$ cat src/rtl/signed_sort_pkg.sv
`default_nettype none
// ============================================================================
// Module      : signed_sort_pkg
// Description : Shared state encoding and default sizes for the signed sorter.
// Revision    : 1.0 - initial release
// ============================================================================
package signed_sort_pkg;

    localparam int DEFAULT_WIDTH = 4;
    localparam int DEFAULT_DEPTH = 4;
    localparam int DEFAULT_CNT_W = 4;
    localparam int SWAP_W        = 8;

    typedef enum logic [1:0] {
        ST_LOAD  = 2'd0,
        ST_SORT  = 2'd1,
        ST_DRAIN = 2'd2
    } state_e;

endpackage
`default_nettype wire

$ cat src/rtl/signed_cmp.sv
`default_nettype none
// ============================================================================
// Module      : signed_cmp
// Description : Combinational two's-complement magnitude comparator.
// Revision    : 1.0 - initial release
// ============================================================================
module signed_cmp
    import signed_sort_pkg::*;
#(
    parameter int WIDTH = DEFAULT_WIDTH
) (
    input  logic [WIDTH-1:0] a_i,
    input  logic [WIDTH-1:0] b_i,
    output logic             gt_o,
    output logic             eq_o,
    output logic             lt_o
);

    logic w_sign_diff;
    logic w_raw_gt;

    assign w_sign_diff = a_i[WIDTH-1] ^ b_i[WIDTH-1];
    assign w_raw_gt    = (a_i > b_i);

    // A negative word is always below a non-negative one; otherwise raw order holds.
    assign gt_o = w_sign_diff ? ~a_i[WIDTH-1] : w_raw_gt;
    assign eq_o = (a_i == b_i);
    assign lt_o = ~gt_o & ~eq_o;

endmodule
`default_nettype wire

$ cat src/rtl/signed_sort_ctrl.sv
`default_nettype none
// ============================================================================
// Module      : signed_sort_ctrl
// Description : Frame-based in-place bubble sorter on a single shared comparator.
// Revision    : 1.0 - initial release
// ============================================================================
module signed_sort_ctrl
    import signed_sort_pkg::*;
#(
    parameter int WIDTH = DEFAULT_WIDTH,
    parameter int DEPTH = DEFAULT_DEPTH,
    parameter int CNT_W = DEFAULT_CNT_W
) (
    input  logic              clk,
    input  logic              rst,
    input  logic [WIDTH-1:0]  in_data_i,
    input  logic              in_valid_i,
    output logic              in_ready_o,
    output logic [WIDTH-1:0]  out_data_o,
    output logic              out_valid_o,
    input  logic              out_ready_i,
    output logic              busy_o,
    output logic [SWAP_W-1:0] swaps_o
);

    localparam logic [CNT_W-1:0] c_IDX_LAST = CNT_W'(DEPTH - 1);
    localparam logic [CNT_W-1:0] c_IDX_CMP  = CNT_W'(DEPTH - 2);

    state_e             state_q;
    logic [CNT_W-1:0]   idx_q;
    logic               pass_swap_q;
    logic [SWAP_W-1:0]  swaps_q;
    logic               in_ready_q;
    logic               out_valid_q;
    logic               busy_q;
    logic [WIDTH-1:0]   out_data_q;
    logic [WIDTH-1:0]   mem_q [DEPTH];

    logic [CNT_W-1:0]   w_idx_inc;
    logic [CNT_W-1:0]   w_idx_b;
    logic               w_idx_last;
    logic [WIDTH-1:0]   w_cmp_a;
    logic [WIDTH-1:0]   w_cmp_b;
    logic               w_gt;
    logic               w_eq;
    logic               w_lt;
    logic               w_unused_cmp;
    logic               w_swap;
    logic [SWAP_W-1:0]  swaps_d;

    assign w_idx_inc  = idx_q + CNT_W'(1);
    assign w_idx_last = (idx_q == c_IDX_LAST);
    // Keep the second read port in range when idx sits on the last entry.
    assign w_idx_b    = w_idx_last ? idx_q : w_idx_inc;
    assign w_cmp_a    = mem_q[idx_q];
    assign w_cmp_b    = mem_q[w_idx_b];

    signed_cmp #(
        .WIDTH (WIDTH)
    ) u_cmp (
        .a_i  (w_cmp_a),
        .b_i  (w_cmp_b),
        .gt_o (w_gt),
        .eq_o (w_eq),
        .lt_o (w_lt)
    );

    assign w_unused_cmp = w_eq ^ w_lt;
    assign w_swap       = (state_q == ST_SORT) && w_gt;
    assign swaps_d      = (swaps_q == {SWAP_W{1'b1}}) ? swaps_q : swaps_q + SWAP_W'(1);

    always_ff @(posedge clk) begin
        if (rst) begin
            state_q     <= ST_LOAD;
            idx_q       <= '0;
            pass_swap_q <= 1'b0;
            swaps_q     <= '0;
            in_ready_q  <= 1'b1;
            out_valid_q <= 1'b0;
            busy_q      <= 1'b0;
            out_data_q  <= '0;
        end else begin
            case (state_q)
                ST_LOAD: begin
                    if (in_valid_i) begin
                        mem_q[idx_q] <= in_data_i;
                        if (w_idx_last) begin
                            idx_q       <= '0;
                            pass_swap_q <= 1'b0;
                            swaps_q     <= '0;
                            in_ready_q  <= 1'b0;
                            busy_q      <= 1'b1;
                            state_q     <= ST_SORT;
                        end else begin
                            idx_q <= w_idx_inc;
                        end
                    end
                end

                ST_SORT: begin
                    if (w_swap) begin
                        mem_q[idx_q]     <= w_cmp_b;
                        mem_q[w_idx_inc] <= w_cmp_a;
                        swaps_q          <= swaps_d;
                    end
                    if (idx_q == c_IDX_CMP) begin
                        idx_q       <= '0;
                        pass_swap_q <= 1'b0;
                        // A clean pass means memory is final, so entry 0 is safe to present.
                        if (!(pass_swap_q || w_swap)) begin
                            busy_q      <= 1'b0;
                            out_valid_q <= 1'b1;
                            out_data_q  <= mem_q[0];
                            state_q     <= ST_DRAIN;
                        end
                    end else begin
                        idx_q       <= w_idx_inc;
                        pass_swap_q <= pass_swap_q | w_swap;
                    end
                end

                ST_DRAIN: begin
                    if (out_ready_i) begin
                        if (w_idx_last) begin
                            idx_q       <= '0;
                            out_valid_q <= 1'b0;
                            out_data_q  <= '0;
                            in_ready_q  <= 1'b1;
                            state_q     <= ST_LOAD;
                        end else begin
                            idx_q      <= w_idx_inc;
                            out_data_q <= w_cmp_b;
                        end
                    end
                end

                default: begin
                    state_q     <= ST_LOAD;
                    idx_q       <= '0;
                    pass_swap_q <= 1'b0;
                    in_ready_q  <= 1'b1;
                    out_valid_q <= 1'b0;
                    busy_q      <= 1'b0;
                    out_data_q  <= '0;
                end
            endcase
        end
    end

    assign in_ready_o  = in_ready_q;
    assign out_valid_o = out_valid_q;
    assign out_data_o  = out_data_q;
    assign busy_o      = busy_q;
    assign swaps_o     = swaps_q;

endmodule
`default_nettype wire

$ cat config.mk
export PLATFORM = sky130hd
export DESIGN_NAME = signed_sort_ctrl
export DESIGN_NICKNAME = d
export VERILOG_FILES = /design/src/rtl/signed_sort_pkg.sv /design/src/rtl/signed_cmp.sv /design/src/rtl/signed_sort_ctrl.sv
export SDC_FILE = /design/constraint.sdc
export NUM_CORES = 1
export LEC_CHECK = 0
export CAP_MARGIN = 25
export CORE_ASPECT_RATIO = 1.75
export CORE_UTILIZATION = 45
export CTS_BUF_LIST = sky130_fd_sc_hd__clkbuf_16
export DETAILED_ROUTE_END_ITERATION = 16
export GPL_ROUTABILITY_DRIVEN = 1
export GPL_TIMING_DRIVEN = 0
export SYNTH_ARGS = -nofsm -noshare
export SYNTH_HDL_FRONTEND = slang
export SYNTH_SLANG_ARGS = --single-unit
$ cat constraint.sdc
create_clock -name clk -period 10.2 [get_ports clk]
set_input_delay 2.04 -clock clk [delete_from_list [all_inputs] [get_ports clk]]
set_output_delay 2.04 -clock clk [all_outputs]
set_load 0.01 [all_outputs]
==> summary.txt, run 1 <==
Setup path
  – FF-to-FF Start: idx_q[1]
  – Worst reg2reg setup slack: 5.32 ns
  – Crit. Startpoint: idx_q[1]
  – Setup Crit Path Kind: flop to flop
  – R2R depth: 13
  – Worst r2r dst: mem_q[0][3]
  – Worst-path fanout max: 10
  – Worst setup SP type: flop
  – Crit path capture type: flop
  – Setup crit end: mem_q[0][3]
  – Crit path required time: 10.12 ns
  – CP arrival: 4.81 ns

Global route
  – Vias in the first global route: 2077
  – Antenna violations before repair: 0
  – First-pass GRT wire length: 10100 um
  – Total Routing Usage GR: 0.227
  – Largest net degree at the start of global routing: 13
  – Grt total ovfl: 0

Timing
  – Sum Neg Setup Slack: 0 ns
  – Clock skew: 0.00284 ns
  – RSZ-0062 raised after global routing: no
  – Slew headroom: 0.484
  – Count of final setup violators: 0
  – Fmax: 205 MHz
  – Final worst path period need: 4.88 ns
  – Slew Viols, Final: 0
  – Period utilization: 0.479
  – Final Hold Fails: 0
  – Worst Tran Pin Value: 0.765 ns

Cells and area
  – # diodes: 0
  – Final nets: 333
  – Area growth from synthesis to layout: 18.5%
  – Fin area: 3080 um2
  – Fraction of final layout cells with drive strength greater than 1: 0.0971

Logic synthesis
  – Syn Inst Count: 279
  – Seq/Total Area, Yosys: 0.370
  – Post-synth ARST share: 0
  – Distinct cells, synth: 55
  – Main synth FF type: dfxtp_1
  – Mapped Area: 2600 um2
  – Seq cells post-synth: 40
  – Post-Syn Area per Cell: 9.31 um2
  – Post-Syn Nets: 304
  – Ys Warns: 0
  – EDFF count, synth: 16

Placement
  – I/O Buffers: 22
  – Post-DP Area: 2910 um2
  – DP Wirelength: 4800 um
  – GPL Wtd Cong: 0.743

Detailed routing
  – Routed Antenna Nets: 0
  – Initial detailed-routing violation count: 95
  – DR vias: 2147
  – DRT Wirelength: 6160 um
  – Vias per std cell: 5.58
  – Average wire per standard cell: 16.0 um
  – TritonRoute pass-1 iters: 4
  – # DRC: 0

Clock network
  – TritonCTS clock tree: yes
  – CTS resizes: 0
  – Post-CTS Setup Bufs: 0
  – Max clock buf depth: 2
  – CTS Root Cell: clkbuf_16
  – Num CTS Buffers: 5
  – Worst-path clk slew: 0.06 ns
  – Worst-skew pair later-pin latency: 0.28 ns
  – Htree depth: 2
  – CTS sink cnt: 40
  – CTS Hold Bufs: 0

Power and ir drop
  – Pleak: 1.18 nW
  – Power Density: 289 nW/um2
  – Peak VDD IR: 0.133 mV

Floorplan
  – Total die area: 6090 um2
  – Io pins: 23
  – Die extent in y: 102 um
  – Num rows: 36
  – Core area: 5540 um2
  – Die width: 59.4 um
  – Starting Density: 0.469

Hold path
  – Class of the worst hold path: flop to flop

Run
  – Max Cap Viol: 0

Status
  – Status: finished clean
flip-flops by register name (all words and copies together), names as in the netlist, named ones only:
register and flops:
busy_o 1, idx_q 4, in_ready_o 1, mem_q 16
out_data_o 4, out_valid_o 1, pass_swap_q 1, state_q 2
swaps_o 8
critical path: stages (launching register included):
cell      delay [ns]
dfxtp_1         0.53
ha_1            0.26
or3b_1          0.37
buf_6           0.15
mux2i_4         0.29
mux2_2          0.37
o21ai_0         0.61
inv_1           0.13
ha_1            0.22
a21boi_0        0.17
o31ai_4         0.36
a31oi_2         0.30
clkbuf_1        0.29
o22ai_1         0.48
per-stage QoR:
| step | power (mW) | hold slack (ns) | cells | utilization | setup slack [ns] |
|---|---|---|---|---|---|
| CTS | 0.890 | 0.454 | 385 | 0.555 | 5.30 |
| detailed placement | 0.713 | 0.446 | 377 | 0.526 | 5.32 |
| global placement | 0.707 | 0.432 | 377 | 0.526 | 5.43 |
| finish | 0.888 | 0.449 | 385 | 0.555 | 5.32 |
| global route | 0.958 | 0.480 | 385 | 0.555 | 4.95 |
| floorplan | 0.594 | 0.467 | 279 | - | 6.28 |
worst min-delay path by stage:
stage	from	to	slack, ns	cells past startpoint
after floorplan	in_ready_o	in_ready_o	0.47	2
after global placement	in_ready_o	in_ready_o	0.43	2
after CTS	in_ready_o	in_ready_o	0.45	2
after detailed placement	in_ready_o	in_ready_o	0.45	2
after global routing	out_data_o[0]	out_data_o[0]	0.48	2
final	in_ready_o	in_ready_o	0.45	2
cell families (layout without fill, tap and decap cells):
family / after synthesis / after routing / share of synthesized area
XOR/XNOR: 2 / 2 / 0.00675
adder cells (fa/ha/maj): 17 / 17 / 0.0819
AO/OA/AOI/OAI: 79 / 79 / 0.191
multiplexers: 24 / 24 / 0.132
flip-flops: 40 / 40 / 0.370
buffers and inverters: 29 / 59 / 0.0540
AND/OR/NAND/NOR: 88 / 88 / 0.165
per-layer routing:
metal	up-vias	track usage	routed length [um]
met2	54	0.449	3600
li1	1083	-	-
met3	3	0.0278	162
met4	0	0.0733	40
met1	1007	0.234	2360
met5	-	0	0
where the power goes:
part | leakage, nW | switching [mW] | internal (mW)
Clock | 0.0850 | 0.0628 | 0.114
Sequential | 0.340 | 0.0238 | 0.196
Combinational | 0.754 | 0.291 | 0.200
layout make-up:
| cell class | instances | area (um2) |
|---|---|---|
| clock inverter | 3 | 38.8 |
| inverter | 19 | 71.3 |
| timing repair buffer | 22 | 220 |
| fill | 522 | 2460 |
| sequential | 40 | 961 |
| clock buffer | 5 | 125 |
| tap | 76 | 95.1 |
| buffer | 10 | 68.8 |
| multi-input combinational | 210 | 1500 |
layout by cell type (no fill, tap or decap), types with 8 or more instances in the layout:
cell type        instances
ha_1                    17
clkdlybuf4s50_1         22
o21ai_0                 33
nand3_1                  8
inv_1                   20
dfxtp_1                 24
mux2i_1                 11
nand2_1                 31
nor2_1                  18
edfxtp_1                16
a21oi_1                 17
cell usage after synthesis (all sizes together), types with 6 or more instances:
| master | count | area, um2 |
|---|---|---|
| o21ai | 33 | 165 |
| nand2 | 31 | 116 |
| dfxtp | 24 | 480 |
| inv | 19 | 71.3 |
| a21oi | 18 | 93.8 |
| nor2 | 18 | 67.6 |
| ha | 17 | 213 |
| edfxtp | 16 | 480 |
| mux2i | 12 | 133 |
| nand3 | 8 | 40.0 |
| mux2 | 7 | 86.3 |
| clkbuf | 6 | 32.5 |
| nor2b | 6 | 37.5 |
(Power assumes the default switching activity.)
==> run 2: changes to the inputs <==
==> constraint.sdc (replaced) <==
create_clock -name clk -period 4.85 [get_ports clk]
set_input_delay 0.97 -clock clk [delete_from_list [all_inputs] [get_ports clk]]
set_output_delay 0.97 -clock clk [all_outputs]
set_load 0.01 [all_outputs]
==> run 2 against run 1 <==
Net effect: worst setup slack worse by 5.2 ns; critical endpoint is now mem_q[2][1]; critical path type unchanged; core utilization increased by 0.16 points; highest routed layer unchanged; register-to-register slack worse by 5.2 ns; wire length hardly changed; power rose by 110%; critical path depth shrank 1.
==> summary.txt, run 2 (same netlist as run 1, synthesis figures left out) <==
Detailed routing
  – Vias per std cell: 5.57 (was 5.58)
  – TritonRoute pass-1 iters: 4 (unchanged)
  – DRT Wirelength: 6150 um (was 6160 um)
  – DR vias: 2143 (was 2147)
  – # DRC: 0 (unchanged)
  – Initial detailed-routing violation count: 75 (was 95)
  – Routed Antenna Nets: 0 (unchanged)
  – Average wire per standard cell: 16.0 um (about the same)

Setup path
  – Crit path capture type: flop (unchanged)
  – Worst reg2reg setup slack: 0.16 ns (was 5.32 ns)
  – Crit path required time: 4.77 ns (was 10.12 ns)
  – Largest incremental delay on the critical path: 0.71 ns (was 0.61 ns)
  – Worst r2r dst: mem_q[2][1] (was mem_q[0][3])
  – FF-to-FF Start: idx_q[1] (unchanged)
  – CP cell instances: ha_1, or3b_1, buf_6, ha_1, clkbuf_8, mux4_1, inv_1, ha_1, nor4b_1, a31oi_4, clkbuf_1, o22ai_1 (was ha_1, or3b_1, buf_6, mux2i_4, mux2_2, o21ai_0, inv_1, ha_1, a21boi_0, o31ai_4, a31oi_2, clkbuf_1, o22ai_1)
  – Worst setup SP type: flop (unchanged)
  – Setup Crit Path Kind: flop to flop (unchanged)
  – CP arrival: 4.61 ns (was 4.81 ns)
  – Crit path max-delay family: simple AND/OR/NAND/NOR gates (was compound AO/OA/AOI/OAI gates)
  – Critical-path top delay cell: mux4_1 (was o21ai_0)
  – R2R depth: 12 (was 13)
  – Worst Path Buf+Inv: 4 (was 3)
  – Worst-path fanout max: 10 (unchanged)
  – Crit path top cell by count: ha_1 (unchanged)

Floorplan
  – Total die area: 6090 um2 (unchanged)
  – Io pins: 23 (unchanged)
  – Core area: 5540 um2 (unchanged)
  – Num rows: 36 (unchanged)
  – Die extent in y: 102 um (unchanged)
  – Starting Density: 0.469 (unchanged)
  – Die width: 59.4 um (unchanged)

Timing
  – Final Hold Fails: 0 (unchanged)
  – Final worst path period need: 4.69 ns (was 4.88 ns)
  – Slew headroom: 0.640 (was 0.484)
  – RSZ-0062 raised after global routing: yes (was no)
  – Sum Neg Setup Slack: 0 ns (unchanged)
  – Clock skew: 0.00213 ns (was 0.00284 ns)
  – Count of final setup violators: 0 (unchanged)
  – Worst Tran Pin Value: 0.533 ns (was 0.765 ns)
  – Fin worst setup slack: 0.163 ns (was 5.32 ns)
  – Fmax: 213 MHz (was 205 MHz)
  – Period utilization: 0.966 (was 0.479)
  – Final Hold Slack: 0.449 ns (about the same)
  – Slew Viols, Final: 0 (unchanged)

Clock network
  – TritonCTS clock tree: yes (unchanged)
  – Max clock buf depth: 2 (unchanged)
  – CTS Root Cell: clkbuf_16 (unchanged)
  – Worst-path clk slew: 0.06 ns (about the same)
  – CTS sink cnt: 40 (unchanged)
  – Htree depth: 2 (unchanged)
  – Num CTS Buffers: 5 (unchanged)
  – Worst-skew pair later-pin latency: 0.28 ns (about the same)

Global route
  – Gr busiest metal: met2 (unchanged)
  – GRT met1 Usage: 0.234 (unchanged)
  – Antenna violations before repair: 0 (unchanged)
  – Met2 Track Usage GR: 0.449 (unchanged)
  – Grt total ovfl: 0 (unchanged)
  – First-pass GRT wire length: 10100 um (unchanged)
  – Met3 usage: 0.0278 (unchanged)
  – Largest net degree at the start of global routing: 13 (unchanged)
  – Total Routing Usage GR: 0.227 (unchanged)
  – Vias in the first global route: 2077 (unchanged)

Cells and area
  – Fraction of final layout cells with drive strength greater than 1: 0.0971 (unchanged)
  – Post-layout util: 0.557 (was 0.555)
  – Commonest cells after routing, fill and taps aside: o21ai_0, nand2_1, dfxtp_1 (unchanged)
  – Commonest non-fill, non-tap cell in the layout: o21ai_0 (unchanged)
  – # diodes: 0 (unchanged)
  – Area growth from synthesis to layout: 18.8% (was 18.5%)
  – Max reg flops: 16 (unchanged)
  – Most flops, register: mem_q (unchanged)
  – Fin cells: 385 (unchanged)
  – Final nets: 333 (unchanged)

Power and ir drop
  – Power Density: 607 nW/um2 (was 289 nW/um2)
  – Pleak: 1.18 nW (about the same)
  – Peak VDD IR: 0.281 mV (was 0.133 mV)

Hold path
  – Hold-critical path depth: 2 (unchanged)
  – Hold Path Sink: in_ready_o (unchanged)
  – Worst Min Path Start: in_ready_o (unchanged)
  – Class of the worst hold path: flop to flop (unchanged)

Placement
  – I/O Buffers: 22 (unchanged)
  – DP Worst Slack: -0.0290 ns (was 5.32 ns)
  – DP Wirelength: 4800 um (unchanged)
  – GPL Wtd Cong: 0.743 (unchanged)
  – Placed cell count: 377 (unchanged)

Status
  – Status: finished clean (unchanged)

Run
  – Max Cap Viol: 0 (unchanged)
[run 2: per-layer routing]
metal | up-vias | share of wire
li1 | 1087 | -
met1 | 999 | 0.39
met2 | 50 | 0.57
met3 | 7 | 0.025
met4 | 0 | 0.018
met5 | - | 0
[run 2: worst max path at each step]
stage / from / to / cells after the start
global route: idx_q[1] / mem_q[0][3] / 12
global placement: idx_q[1] / mem_q[0][1] / 13
floorplan: idx_q[1] / mem_q[0][0] / 12
detailed placement: idx_q[1] / mem_q[0][1] / 13
CTS: idx_q[1] / mem_q[0][3] / 13
finish: idx_q[1] / mem_q[2][1] / 12
[run 2: cell type report]
| type | count | area [um2] |
|---|---|---|
| multi-input cells | 210 | 1500 |
| fillers | 521 | 2460 |
| flip-flops and latches | 40 | 961 |
| clock inverters | 3 | 38.8 |
| clock buffers | 5 | 125 |
| well taps | 76 | 95.1 |
| plain buffers | 10 | 68.8 |
| inverters | 19 | 71.3 |
| repair buffers | 22 | 220 |
[run 2: worst min-delay path: cells and delay by family (launching register included)]
| kind | cells | cell delay (ns) |
|---|---|---|
| flip-flops | 1 | 0.31 |
| AND/OR/NAND/NOR | 2 | 0.09 |
[run 2: power breakdown]
part	leakage, nW	switching (mW)	internal (mW)
Combinational	0.756	0.617	0.423
Sequential	0.340	0.0496	0.412
Clock	0.0850	0.131	0.240
Total	1.18	0.798	1.07
[run 2: metrics by stage]
| stage | area, um2 | power, mW |
|---|---|---|
| global route | 3080 | 2.02 |
| floorplan | 2600 | 1.25 |
| CTS | 3080 | 1.87 |
| global placement | 2910 | 1.49 |
| detailed placement | 2910 | 1.50 |
| finish | 3080 | 1.87 |
[run 2: what timing repair did]
action / in CTS / in global routing
setup endpoints to repair: 12 / 27
resized for setup: 1 / 1
cloned: 0 / 0
buffers inserted: 0 / 0
hold buffers: 0 / 0
==> run 3: changes to the inputs <==
--- a/config.mk
+++ b/config.mk
@@ -11,7 +11,6 @@
 export CTS_BUF_LIST = sky130_fd_sc_hd__clkbuf_16
 export DETAILED_ROUTE_END_ITERATION = 16
 export GPL_ROUTABILITY_DRIVEN = 1
-export GPL_TIMING_DRIVEN = 0
 export SYNTH_ARGS = -nofsm -noshare
 export SYNTH_HDL_FRONTEND = slang
 export SYNTH_SLANG_ARGS = --single-unit
==> run 3 against run 2 <==
Net effect: sequential share of layout area increased by 0.78 points; core utilization is 1.4 points lower; final area decreased by 2.4%; power decreased by 4.2%; critical path type unchanged; count of clock-buffer cells in the layout is the same; clock skew grew 0.0030 ns.
==> summary.txt, run 3 (same netlist as run 1, synthesis figures left out) <==
Status
  – Status: finished clean (unchanged)

Detailed routing
  – Average wire per standard cell: 16.4 um (was 16.0 um)
  – Initial detailed-routing violation count: 105 (was 75)
  – Met3 routed WL: 219 um (was 154 um)
  – Met2 wire len: 3400 um (was 3510 um)
  – Vias per std cell: 5.66 (was 5.57)
  – TritonRoute pass-1 iters: 4 (unchanged)
  – Topmost layer with routed signal wires: met4 (unchanged)
  – Routed Antenna Nets: 0 (unchanged)
  – DR vias: 2147 (was 2143)
  – DRT met1 WL: 2400 um (was 2380 um)
  – DRT Wirelength: 6210 um (was 6150 um)
  – # DRC: 0 (unchanged)

Setup path
  – Critical-path top delay cell: mux4_1 (unchanged)
  – Worst Path Buf+Inv: 3 (was 4)
  – CP arrival: 4.54 ns (was 4.61 ns)
  – Setup Crit Path Kind: flop to flop (unchanged)
  – Worst-path fanout max: 11 (was 10)
  – Crit path capture type: flop (unchanged)
  – Crit path required time: 5.02 ns (was 4.77 ns)
  – CP cell instances: ha_1, or3b_1, ha_1, mux4_1, inv_1, ha_1, a31oi_1, o31ai_4, a31oi_2, buf_4, buf_4, nor2b_1, mux2_2 (was ha_1, or3b_1, buf_6, ha_1, clkbuf_8, mux4_1, inv_1, ha_1, nor4b_1, a31oi_4, clkbuf_1, o22ai_1)
  – Crit path top cell by count: ha_1 (unchanged)
  – R2R depth: 13 (was 12)
  – Worst setup SP type: flop (unchanged)
  – Largest incremental delay on the critical path: 0.73 ns (was 0.71 ns)
  – Critical path depth: 13 (was 12)
  – Crit path max-delay family: adder cells (was simple AND/OR/NAND/NOR gates)

Placement
  – I/O Buffers: 22 (unchanged)
  – GPL Wtd Cong: 0.882 (was 0.743)
  – DP Worst Slack: 0.440 ns (was -0.0290 ns)
  – DP Wirelength: 4810 um (was 4800 um)

Cells and area
  – FF/Latch Area: 961 um2 (unchanged)
  – Post-layout util: 0.543 (was 0.557)
  – Max reg flops: 16 (unchanged)
  – # diodes: 0 (unchanged)
  – Most flops, register: mem_q (unchanged)
  – Commonest cells after routing, fill and taps aside: o21ai_0, nand2_1, dfxtp_1 (unchanged)
  – Area growth from synthesis to layout: 15.9% (was 18.8%)
  – Fraction of final layout cells with drive strength greater than 1: 0.0957 (was 0.0971)
  – Final nets: 327 (was 333)
  – Commonest non-fill, non-tap cell in the layout: o21ai_0 (unchanged)
  – Layout filler cell count: 539 (was 521)
  – Multi-input logic area: 1500 um2 (about the same)

Floorplan
  – Io pins: 23 (unchanged)
  – Total die area: 6090 um2 (unchanged)
  – Die extent in y: 102 um (unchanged)
  – Starting Density: 0.469 (unchanged)
  – Core area: 5540 um2 (unchanged)
  – Die width: 59.4 um (unchanged)
  – Num rows: 36 (unchanged)

Timing
  – Clock skew: 0.00512 ns (was 0.00213 ns)
  – Slew Viols, Final: 0 (unchanged)
  – Final worst path period need: 4.37 ns (was 4.69 ns)
  – Sum Neg Setup Slack: 0 ns (unchanged)
  – Final Hold Fails: 0 (unchanged)
  – Final Hold Slack: 0.441 ns (was 0.449 ns)
  – Period utilization: 0.900 (was 0.966)
  – Worst Tran Pin Value: 0.552 ns (was 0.533 ns)
  – RSZ-0062 raised after global routing: no (was yes)
  – Slew headroom: 0.627 (was 0.640)
  – Fmax: 229 MHz (was 213 MHz)
  – Fin worst setup slack: 0.485 ns (was 0.163 ns)
  – Count of final setup violators: 0 (unchanged)

Clock network
  – CTS sink cnt: 40 (unchanged)
  – CTS Root Cell: clkbuf_16 (unchanged)
  – Num CTS Buffers: 5 (unchanged)
  – Htree depth: 2 (unchanged)
  – Max clock buf depth: 2 (unchanged)
  – Worst-path clk slew: 0.06 ns (about the same)
  – Worst-skew pair later-pin latency: 0.28 ns (about the same)
  – CTS Hold Bufs: 0 (unchanged)
  – TritonCTS clock tree: yes (unchanged)
  – Post-CTS Setup Bufs: 0 (unchanged)
  – CTS resizes: 0 (was 1)

Hold path
  – Class of the worst hold path: flop to flop (unchanged)
  – Hold-critical path depth: 2 (unchanged)

Global route
  – Total Routing Usage GR: 0.232 (was 0.227)
  – Grt total ovfl: 0 (unchanged)
  – Largest net degree at the start of global routing: 15 (was 13)
  – Antenna violations before repair: 0 (unchanged)
  – First-pass GRT wire length: 10400 um (was 10100 um)
  – Vias in the first global route: 2069 (was 2077)

Run
  – Max Cap Viol: 0 (unchanged)

Power and ir drop
  – Pleak: 1.15 nW (was 1.18 nW)
  – Peak VDD IR: 0.247 mV (was 0.281 mV)
  – Power Density: 596 nW/um2 (was 607 nW/um2)
==> run 3: through the flow <==
stage	instances	power, mW	cell area, um2
after floorplan	279	1.25	2600
after global routing	379	1.94	3010
after detailed placement	371	1.49	2870
after CTS	379	1.80	3010
final	379	1.79	3010
after global placement	371	1.48	2870
==> run 3: cell type report <==
type | instances | area share
repair buffers | 26 | 0.0832
clock buffers | 5 | 0.0416
well taps | 76 | 0.0316
inverters | 19 | 0.0237
clock inverters | 3 | 0.00374
flip-flops and latches | 40 | 0.319
multi-input cells | 210 | 0.497
==> run 3: where the power goes <==
part	total (mW)	internal (mW)	switching [mW]
Sequential	0.468	0.412	0.0566
Clock	0.316	0.185	0.131
Combinational	1.01	0.411	0.598
Total	1.79	1.01	0.785
==> run 3: worst reg2reg max path, cell delays in order (launching register included) <==
cell and delay [ns]:
dfxtp_1 0.50, ha_1 0.24, or3b_1 0.38, ha_1 0.49, mux4_1 0.73, inv_1 0.12, ha_1 0.25, a31oi_1 0.24
o31ai_4 0.14, a31oi_2 0.42, buf_4 0.26, buf_4 0.16, nor2b_1 0.06, mux2_2 0.25
==> run 3: per-layer routing <==
| metal | vias to the layer above | track usage |
|---|---|---|
| li1 | 1067 | - |
| met3 | 13 | 0.0392 |
| met2 | 54 | 0.417 |
| met4 | 0 | 0.103 |
| met1 | 1013 | 0.260 |
| met5 | - | 0 |
==> run 3: final timing paths <==
check,startpoint,endpoint,slack [ns]
setup / recovery,idx_q[1],swaps_o[0],0.48
hold / removal,in_ready_o,in_ready_o,0.44
setup reg to reg,idx_q[1],swaps_o[0],0.48
hold reg to reg,in_ready_o,in_ready_o,0.44
==> patch 1 (config.mk and constraints of run 2) <==
The 3 states of `state_e` get a one-hot encoding in 3 bits.
--- a/src/rtl/signed_sort_pkg.sv
+++ b/src/rtl/signed_sort_pkg.sv
@@ -11,10 +11,10 @@
     localparam int DEFAULT_CNT_W = 4;
     localparam int SWAP_W        = 8;
 
-    typedef enum logic [1:0] {
-        ST_LOAD  = 2'd0,
-        ST_SORT  = 2'd1,
-        ST_DRAIN = 2'd2
+    typedef enum logic [2:0] {
+        ST_LOAD  = 3'b001,
+        ST_SORT  = 3'b010,
+        ST_DRAIN = 3'b100
     } state_e;
 
 endpackage
Formal check against the unedited RTL: no difference found for any inputs over 10 cycles, from zero or initial values and one cycle with rst high; not proved beyond that.
==> patch 1 against run 2 <==
Critical path depth is 1 higher; sequential cell count is 1 higher; cell area is 2.1% higher; area after synthesis is 4.0% higher; power is 3.9% lower; wire length is 4.2% higher; setup slack better by 150 ps; critical path type unchanged; critical endpoint is now mem_q[1][3]$_DFFE_PP_; highest routed layer unchanged.
==> patch 1: results (changes against run 2) <==
* Top post-synthesis cells by area: dfxtp_1 19%, edfxtp_1 18%, mux2_4 6.7%, ha_1 6.0%, o21ai_0 5.2%
* Total number of vias at 2,159 (+0.75%)
* Fraction of layout cells with a size suffix above 1 at 0.127 (+0.0295)
* Lkg Pwr at 1.18 nW (about the same)
* Dpl cells at 379 (+0.53%)
* Vias in the first global route at 2,175 (+4.7%)
* CP top delay family: compound AO/OA/AOI/OAI gates
* Worst EP arrival at 4490 ps (-120 ps)
* Routed wl met2 at 3560 µm (+1.5%)
* Routed met3 length at 209 µm (+36%)
* Sequential area share after synthesis at 0.363 (-0.00682)
* Area post-placement at 0.00301 mm² (+3.3%)
* IO buf count at 21 (-4.5%)
* Synth top cells by count: 35 x nand2_1, 28 x o21ai_0, 25 x dfxtp_1
* Synth cell types at 50 (-9.1%)
* First-pass GRT wire length at 10,400 µm (+3.6%)
* Max IR drop VDD at 258 µV (-8.3%)
* Vias per Instance at 5.59 (+0.49%)
* Initial drt markers at 112 (+49%)
* Mapped Nets at 301 (-0.99%)
* Number of fill cells in the layout at 571 (+9.6%)
* Setup Skew at 7.24 ps (+5.12 ps)
* Relative slew slack at 0.565 (-0.0743)
* Initial DRT Pass Iterations at 4 (unchanged)
* Worst path slowest cell: dfxtp_1
* Adder-Cell Fraction of Synth Area at 0.0602 (-0.0217)
* Diode count at 0 (unchanged)
* GP Congestion at 0.841 (+13%)
* Syn Area/Cell at 9.64 µm² (+3.6%)
* Total global-route track usage at 0.223 (-0.00361)
* DP Wirelength at 4850 µm (+0.92%)
* Post-synthesis compound-gate area fraction at 0.190 (-0.000853)
* Mux share of post-synthesis cell area at 0.184 (+0.0519)
* Status: complete, no violations
* Fin nets at 328 (-1.5%)
* WL per Instance at 16.6 µm (+3.9%)
[patch 1: cell types whose count changed after synthesis, sizes merged, moves of 4 or more]
cell | before | now
buf | 3 | 8
o22ai | 4 | 0
inv | 19 | 13
o21ai | 33 | 29
nand2 | 31 | 35
ha | 17 | 13
mux2 | 7 | 20
[patch 1: what timing repair did]
item	4_1_cts	5_1_grt
hold buffers	0	0
resized for setup	1	1
endpoints found under the setup margin	4	34
endpoints found under the hold margin	0	0
[patch 1: logic make-up after synthesis]
kind of cell / count (synthesis)
AOI/OAI and AO/OA: 80
xor gates and xnor gates: 2
adders and majority gates: 13
buffers and inverters: 25
DFF: 41
muxes: 35
and+or+nand+nor: 84
[patch 1: worst paths after layout]
| path | startpoint | to | slack (ps) | cells past startpoint |
|---|---|---|---|---|
| worst max register to register | idx_q[1]$_SDFFE_PP0P_ | mem_q[1][3]$_DFFE_PP_ | 310 | 13 |
| worst max-delay path | idx_q[1]$_SDFFE_PP0P_ | mem_q[1][3]$_DFFE_PP_ | 310 | 13 |
| worst min-delay path | out_valid_o$_SDFFE_PP0P_ | out_valid_o$_SDFFE_PP0P_ | 450 | 2 |
| worst min register to register | out_valid_o$_SDFFE_PP0P_ | out_valid_o$_SDFFE_PP0P_ | 450 | 2 |
[patch 1: per-stage QoR]
stage / power, mW / TNS (ps)
2_1_floorplan: 1.23 / 0
3_3_place_gp: 1.46 / 0
3_5_place_dp: 1.47 / -75.3
4_1_cts: 1.79 / 0
5_1_grt: 1.93 / 0
6_report: 1.80 / 0
[patch 1: area by class of cell]
type                       instances  area (µm²)  share of cell area
timing repair buffer              21         210              0.0668
tap                               78        97.6              0.0310
inverter                          13        48.8              0.0155
clock buffer                       5         125              0.0397
multi-input combinational        214        1610               0.511
buffer                            11        65.1              0.0207
clock inverter                     3        11.3             0.00358
sequential                        41         981               0.312
[patch 1: worst reg2reg max path, delay by kind of cell, from the launching register on]
| family | cells | cell delay (ps) |
|---|---|---|
| flip-flops | 1 | 530 |
| buffers and inverters | 2 | 310 |
| adder cells (fa/ha/maj) | 2 | 670 |
| AND/OR/NAND/NOR | 2 | 610 |
| AO/OA/AOI/OAI | 5 | 1350 |
| multiplexers | 2 | 740 |
[patch 1: metal layers]
layer / vias up / GRT usage
met2: 55 / 0.416
met3: 11 / 0.0311
met5: - / 0
met1: 1014 / 0.243
met4: 0 / 0.0714
li1: 1079 / -
[patch 1: report_power, final]
group | leakage [nW] | switching, mW | internal (mW) | total (mW)
clock | 0.0738 | 0.126 | 0.185 | 0.312
sequential | 0.348 | 0.0615 | 0.405 | 0.467
combinational | 0.760 | 0.622 | 0.399 | 1.02
==> patch 2 (settings of run 2) <==
Without the edit above. `DEFAULT_DEPTH`: 4 -> 8.
--- a/src/rtl/signed_sort_pkg.sv
+++ b/src/rtl/signed_sort_pkg.sv
@@ -7,7 +7,7 @@
 package signed_sort_pkg;
 
     localparam int DEFAULT_WIDTH = 4;
-    localparam int DEFAULT_DEPTH = 4;
+    localparam int DEFAULT_DEPTH = 8;
     localparam int DEFAULT_CNT_W = 4;
     localparam int SWAP_W        = 8;
 
Formal check against the unedited RTL: not equivalent (Yosys sat finds a counterexample within 10 cycles, from zero or initial values and one cycle with rst high).
==> patch 2 against run 2 <==
Clock skew up 4.3 ps; combinational power down 79%; setup slack better by 110 ps; area after synthesis up 51%; die area up 50%; sequential share of layout area up 0.13 points; cell area up 52%; wire length up 88%; power down 29%; sequential cell count up 17; count of clock-buffer cells in the layout up 4.
==> patch 2: results (changes against run 2) <==
* Status: complete, no violations
* IO buf count at 21 (-4.5%)
* CP top delay family: buffers and inverters
* Non-clock inverter count at 17 (-2)
* Syn Area/Cell at 9.51 µm² (+2.2%)
* Worst EP arrival at 4620 ps (about the same)
* Max incr delay on CP at 590 ps (-120 ps)
* WL per Instance at 20.5 µm (+28%)
* Post-CTS Setup Bufs at 1 (+1)
* Lkg Pwr at 1.63 nW (+38%)
* Multi-input gate share of the layout cell area at 0.508 (+0.0203)
* Clk tree area frac at 0.0589 (+0.00573)
* Vias per Instance at 6.20 (+11%)
* Number of fill cells in the layout at 788 (+51%)
* Clock group share of total power at 0.445 (+0.247)
* Area Overhead vs Synth at 19.1%
* Area post-placement at 0.00429 mm² (+47%)
* # clk buffers at 9 (+4)
* Clock latency at the later pin of the worst-skew pair at 330 ps (+50 ps)
* Setup Skew at 6.43 ps (+4.31 ps)
* Post-synth EDFFs at 32 (+16)
* Max IR drop VDD at 182 µV (-35%)
* Initial drt markers at 174 (+130%)
* Post-synthesis compound-gate area fraction at 0.189 (-0.00219)
* Proportion of cell area occupied by registers at 0.313 (+0.00126)
* Sequential area share after synthesis at 0.372 (+0.00209)
* Final Non-Filler Cells at 565 (+47%)
* Count of multi-input gates at 311 (+48%)
* GP Congestion at 0.918 (+24%)
* Top post-synthesis cells by area: edfxtp_1 24%, dfxtp_1 13%, mux2i_1 7.4%, o211ai_1 5.4%, ha_1 4.1%
* Mux share of post-synthesis cell area at 0.151 (+0.0198)
* Top_reg_cell synth: edfxtp_1
* Buffering overhead at 0.0760 (-0.0177)
* Routed wl met2 at 6490 µm (+85%)
* Met1 GRT Util at 0.280 (+0.0453)
* DP Worst Slack at -1800 ps (-1770 ps)
* Max reg flops at 32 (+16)
* Well Taps at 115 (+51%)
* Initial DRT Pass Iterations at 5 (+1)
* Met1 wire length at 4090 µm (+72%)
[patch 2: cell types whose count changed in the layout (fill, tap and decap cells not counted), sizes merged, moves of 12 or more]
cell / before / now
o211ai: 1 / 28
edfxtp: 16 / 32
nand3: 8 / 31
buf: 3 / 15
nor2: 18 / 31
clkbuf: 11 / 23
o21ai: 33 / 10
mux2i: 12 / 29
[patch 2: how the worst max path moves through the flow]
stage                                 end  depth (start not counted)             startpoint
global route        mem_q[4][0]$_DFFE_PP_                         18  idx_q[0]$_SDFFE_PP0P_
CTS                 mem_q[4][0]$_DFFE_PP_                         18  idx_q[0]$_SDFFE_PP0P_
global placement    mem_q[2][3]$_DFFE_PP_                         17  idx_q[0]$_SDFFE_PP0P_
detailed placement  mem_q[2][3]$_DFFE_PP_                         17  idx_q[0]$_SDFFE_PP0P_
floorplan           mem_q[2][0]$_DFFE_PP_                         17  idx_q[0]$_SDFFE_PP0P_
finish              mem_q[4][0]$_DFFE_PP_                         15  idx_q[0]$_SDFFE_PP0P_
